$ cat config.mk
export PLATFORM = sky130hd
export DESIGN_NAME = sequencer
export DESIGN_NICKNAME = d
export VERILOG_FILES = /design/src/rtl/opcodes.sv /design/src/rtl/sequencer.sv
export SDC_FILE = /design/constraint.sdc
export NUM_CORES = 1
export LEC_CHECK = 0
export BUFFER_PORTS_ARGS = -buffer_cell sky130_fd_sc_hd__buf_2
export CORE_MARGIN = 10
export CORE_UTILIZATION = 40
export CTS_CLUSTER_DIAMETER = 120
export DETAILED_ROUTE_END_ITERATION = 12
export GPL_TIMING_DRIVEN = 0
export PLACE_DENSITY_LB_ADDON = 0.1
export SLEW_MARGIN = 20
export SYNTH_ARGS = -nofsm -noshare
export SYNTH_HDL_FRONTEND = slang
export SYNTH_SLANG_ARGS = --single-unit
$ cat constraint.sdc
create_clock -name Clock -period 1.4 [get_ports Clock]
set_input_delay 0.21 -clock Clock [delete_from_list [all_inputs] [get_ports Clock]]
set_output_delay 0.21 -clock Clock [all_outputs]
set_load 0.01 [all_outputs]
$ cat src/rtl/opcodes.sv
// Shared datapath select encodings for the 16-bit CPU.
package opcodes;
    typedef enum logic [2:0] {AluAdd, AluSub, AluAnd, AluOr, AluPassB} alu_functions_t;
    typedef enum logic [1:0] {Pc1, PcLr, PcAluOut} pc_select_t;
    typedef enum logic {Op1Rd1, Op1Pc} Op1_select_t;
endpackage

$ cat src/rtl/sequencer.sv
// Multi-cycle control sequencer: fetch/decode, SysBus address/data handshake with wait
// states, and a latched ALU status for conditional branches.
module sequencer
    import opcodes::*;
(
    input  logic           Clock,
    input  logic           Reset,
    input  logic [9:0]     Opcode,
    input  logic [3:0]     Flags,
    input  logic           nWait,
    output alu_functions_t AluOp,
    output pc_select_t     PcSel,
    output Op1_select_t    Op1Sel,
    output logic           AluEn,
    output logic           AluWe,
    output logic           PcEn,
    output logic           PcWe,
    output logic           LrEn,
    output logic           LrWe,
    output logic           LrSel,
    output logic           SpEn,
    output logic           SpWe,
    output logic           IrWe,
    output logic           WdSel,
    output logic           ImmSel,
    output logic           RegWe,
    output logic           MemEn,
    output logic           Op2Sel,
    output logic           Rs1Sel,
    output logic           CFlag,
    output logic           ALE,
    output logic           nOE,
    output logic           nWE,
    output logic           Halted
);

    typedef enum logic [3:0] {
        StIdle, StFetch, StFdata, StExec, StMaddr, StMread, StSdata, StMwrite, StPcload, StHalt
    } state_t;

    state_t     state_q, state_d;
    logic [3:0] stat_q, stat_d;
    logic [2:0] cls;
    logic [1:0] fn;
    logic       taken;
    logic       unused_bits;

    assign cls         = Opcode[9:7];
    assign fn          = Opcode[6:5];
    assign unused_bits = ^{Opcode[4:0], stat_q[3:2]};
    assign LrEn        = 1'b0;
    assign SpEn        = 1'b0;
    assign SpWe        = 1'b0;

    always_comb begin
        unique case (fn)
            2'b00:   taken = 1'b1;
            2'b01:   taken = stat_q[0];
            2'b10:   taken = ~stat_q[0];
            default: taken = stat_q[1];
        endcase
    end

    always_comb begin
        state_d = state_q;
        stat_d  = stat_q;
        AluOp   = AluAdd;
        PcSel   = Pc1;
        Op1Sel  = Op1Rd1;
        AluEn   = 1'b0;
        AluWe   = 1'b0;
        PcEn    = 1'b0;
        PcWe    = 1'b0;
        LrWe    = 1'b0;
        LrSel   = 1'b0;
        IrWe    = 1'b0;
        WdSel   = 1'b0;
        ImmSel  = 1'b0;
        RegWe   = 1'b0;
        MemEn   = 1'b0;
        Op2Sel  = 1'b0;
        Rs1Sel  = 1'b0;
        CFlag   = 1'b0;
        ALE     = 1'b0;
        nOE     = 1'b1;
        nWE     = 1'b1;
        Halted  = 1'b0;
        // Reset overrides the decode so an aborted instruction issues no late strobes.
        if (!Reset) begin
            unique case (state_q)
                StIdle: state_d = StFetch;
                StFetch: begin
                    PcEn    = 1'b1;
                    ALE     = 1'b1;
                    state_d = StFdata;
                end
                StFdata: begin
                    nOE   = 1'b0;
                    MemEn = 1'b1;
                    if (nWait) begin
                        IrWe    = 1'b1;
                        PcWe    = 1'b1;
                        state_d = StExec;
                    end
                end
                StExec: begin
                    case (cls)
                        3'b000, 3'b001: begin
                            RegWe   = 1'b1;
                            AluOp   = alu_functions_t'({1'b0, fn});
                            CFlag   = (fn == 2'b01);
                            Rs1Sel  = (cls == 3'b000);
                            Op2Sel  = (cls == 3'b000);
                            stat_d  = Flags;
                            state_d = StFetch;
                        end
                        3'b010, 3'b011: begin
                            ImmSel  = 1'b1;
                            AluWe   = 1'b1;
                            state_d = StMaddr;
                        end
                        3'b100: begin
                            if (taken) begin
                                Op1Sel  = Op1Pc;
                                AluWe   = 1'b1;
                                state_d = StPcload;
                            end else begin
                                state_d = StFetch;
                            end
                        end
                        3'b101: begin
                            if (!Opcode[5]) begin
                                Op1Sel  = Op1Pc;
                                AluWe   = 1'b1;
                                LrSel   = 1'b1;
                                LrWe    = 1'b1;
                                state_d = StPcload;
                            end else begin
                                PcSel   = PcLr;
                                PcWe    = 1'b1;
                                state_d = StFetch;
                            end
                        end
                        3'b110:  state_d = StFetch;
                        default: state_d = StHalt;
                    endcase
                end
                StMaddr: begin
                    AluEn   = 1'b1;
                    ALE     = 1'b1;
                    state_d = (cls == 3'b011) ? StSdata : StMread;
                end
                StMread: begin
                    nOE   = 1'b0;
                    MemEn = 1'b1;
                    WdSel = 1'b1;
                    RegWe = nWait;
                    if (nWait) state_d = StFetch;
                end
                StSdata: begin
                    Op2Sel  = 1'b1;
                    AluOp   = AluPassB;
                    AluWe   = 1'b1;
                    state_d = StMwrite;
                end
                StMwrite: begin
                    AluEn = 1'b1;
                    nWE   = 1'b0;
                    if (nWait) state_d = StFetch;
                end
                StPcload: begin
                    PcSel   = PcAluOut;
                    PcWe    = 1'b1;
                    state_d = StFetch;
                end
                StHalt:  Halted = 1'b1;
                default: state_d = StIdle;
            endcase
        end
    end

    always_ff @(posedge Clock) begin
        if (Reset) begin
            state_q <= StIdle;
            stat_q  <= 4'b0000;
        end else begin
            state_q <= state_d;
            stat_q  <= stat_d;
        end
    end

endmodule

==> flow_summary.ini <==
[status]
status = finished, violations left
violations = negative setup slack

[final_layout]
postLayoutCellArea_um2 = 1510
fin_nets = 198
utilization = 0.778
drive_above_1_share = 0.631
antenna_cells = 0
nFillCells = 142
syn_to_final_growth_pct = 85.3
final_cell_mix = buf_6, buf_2, buf_4, nand2_1, inv_1
mostFrequentLayoutCell = buf_6

[global_route]
grt_util_all_layers = 0.140
grt_pass1_vias = 1026
overflow = 0
antenna_found_initial = 0
grt_first_pass_wirelength_um = 4950
grt_max_degree = 11

[job]
max-cap-violations = 0

[drt]
drtIter0Drc = 69
detail_route.drc_violations = 0
ant_nets = 0
first_pass_iters = 4
vias_per_cell = 5.70
num_vias = 1158
drt-total-wl_um = 3530
wl_per_cell_um = 17.4

[clock_network]
clock_sinks = 6
cts_root_buffer = clkbuf_4
cts_tree = done
cts.clk_slew.worst_paths_ns = 0.04
htreeDepth = 1
numCtsBuffers = 3
clock_latency_ns = 0.24
clockBufferDepth = 2

[power]
p_leak_nw = 0.699
netSwitchingFraction = 0.364
p_sw_w = 0.000273
pwr-share-seq = 0.264
p_int_w = 0.000477
clkPwrFrac = 0.202
power_density_nw_per_um2 = 496
ir_drop_v = 0.000540
share_comb_of_total_power = 0.534

[setup_path]
r2r_start = state_q[1]
reg2reg_to = state_q[0]
worstRegToRegCells = 8
end_kind = primary output
start_kind = register
reg2reg_slack_ns = -0.09
crit_type = register to primary output
critPathLaunch = state_q[1]
required_ns = 1.19
critPathMaxFanout = 5
critPathArrivalTime_ns = 1.64

[place]
placed_cell_area_um2 = 1040
gp_congestion = 0.861
dp_hpwl_um = 2120
port_buffers = 31

[worst_hold_path]
hp-class = primary input to register
min_from = Reset
hold_depth = 2
holdPathEnd = stat_q[1]

[timing]
hold_slack_ns = 0.207
setup_viol = 25
fin_crit_ns = 1.85
final_hold_viol_count = 0
setup_slack_ns = -0.448
fin_skew_ns = 0.00417
timing.fmax_mhz = 541
fin_crit_sh = 1.32
drv_slew = 0
rsz0062_at_grt = yes

[die]
die_h_um = 65.2
die_w_um = 65.2
design.core.area_um2 = 1940
io_pins = 44
die-area_um2 = 4250
placementRows = 16
start_util = 0.420

[synth]
ys_warn_count = 0
seq_area_frac_synth = 0.147
ys_seq_elements = 6
synthFlopType = dfxtp_1
syn_area_per_cell_um2 = 7.03
synthCells = 116
ys_types = 46
syn_area_um2 = 816
synth-edff-count = 0
async_flop_share = 0
-- area by class of cell --
type | instances | area (µm²) | share of cell area
timing repair buffer | 55 | 430 | 0.285
multi-input combinational | 95 | 767 | 0.507
tap | 27 | 33.8 | 0.0224
clock buffer | 3 | 22.5 | 0.0149
inverter | 6 | 25.0 | 0.0166
sequential | 6 | 130 | 0.0861
buffer | 11 | 103 | 0.0679
-- power by group through the flow --
| stage | clock (W) | sequential, W | combinational [W] |
|---|---|---|---|
| floorplan | 0 | 0.000193 | 0.000163 |
| global placement | 0 | 0.000197 | 0.000223 |
| detailed placement | 0 | 0.000197 | 0.000227 |
| CTS | 0.000161 | 0.000194 | 0.000291 |
| global route | 0.000165 | 0.000199 | 0.000428 |
| finish | 0.000152 | 0.000198 | 0.000400 |
-- synthesized netlist by cell type, types with 2 or more instances --
master | number | share of area
a21o_1 | 2 | 0.018
a21oi_1 | 5 | 0.031
nor2_1 | 10 | 0.046
nand2_1 | 16 | 0.074
nand2b_1 | 3 | 0.023
o211ai_1 | 2 | 0.018
nand3_1 | 5 | 0.031
and3_1 | 4 | 0.031
ha_1 | 3 | 0.046
buf_2 | 4 | 0.025
buf_4 | 5 | 0.046
nor4_2 | 2 | 0.031
o21ai_0 | 4 | 0.025
nor3_1 | 5 | 0.031
or2_1 | 2 | 0.015
o31ai_1 | 2 | 0.018
nor2b_1 | 2 | 0.015
dfxtp_1 | 6 | 0.15
inv_1 | 6 | 0.028
a311oi_1 | 2 | 0.021
-- per-layer routing --
metal  global-route usage  part of all wire  vias to the layer above
li1                     -                 -                      534
met1                0.169              0.36                      548
met2                0.232              0.52                       68
met3               0.0390             0.092                        8
met4               0.0455             0.024                        0
met5                    0                 0                        -
-- logic make-up (layout without fill, tap and decap cells) --
logic type / after synthesis / in the layout / synth area share
buffers and inverters: 17 / 75 / 0.117
adders and majority gates: 3 / 3 / 0.0460
other: 1 / 3 / 0.00460
AOI/OAI and AO/OA: 25 / 25 / 0.218
DFF: 6 / 6 / 0.147
and+or+nand+nor: 64 / 64 / 0.468
-- how the worst max path moves through the flow --
stage,to,slack (ns)
after floorplan,PcWe,-0.03
after global placement,PcWe,-0.31
after detailed placement,PcWe,-0.32
after CTS,CFlag,-0.42
after global routing,PcWe,-0.49
final,CFlag,-0.45
-- through the flow --
stage	power [W]	TNS [ns]	instances	worst slack, ns
after global routing	0.000792	-8.28	203	-0.488
after CTS	0.000646	-5.78	190	-0.415
after detailed placement	0.000425	-1.71	176	-0.319
after floorplan	0.000356	-0.0837	118	-0.0303
final	0.000750	-6.92	203	-0.448
after global placement	0.000419	-1.39	176	-0.315
-- registers in the layout, summed over array words and instances, names as in the netlist --
name     count
stat_q       2
state_q      4
-- timing repair --
action	4_1_cts	5_1_grt
hold buffers	0	0
gates resized for setup	35	36
setup endpoints to repair	25	25
buffers inserted	11	14
pin swaps	11	15
-- critical path, stage by stage, from the launching register on --
cell and delay, ns:
dfxtp_4 0.36, or3b_4 0.42, nor2_4 0.17, and3_4 0.21, and2b_1 0.12, buf_2 0.12
(Power assumes the default switching activity.)
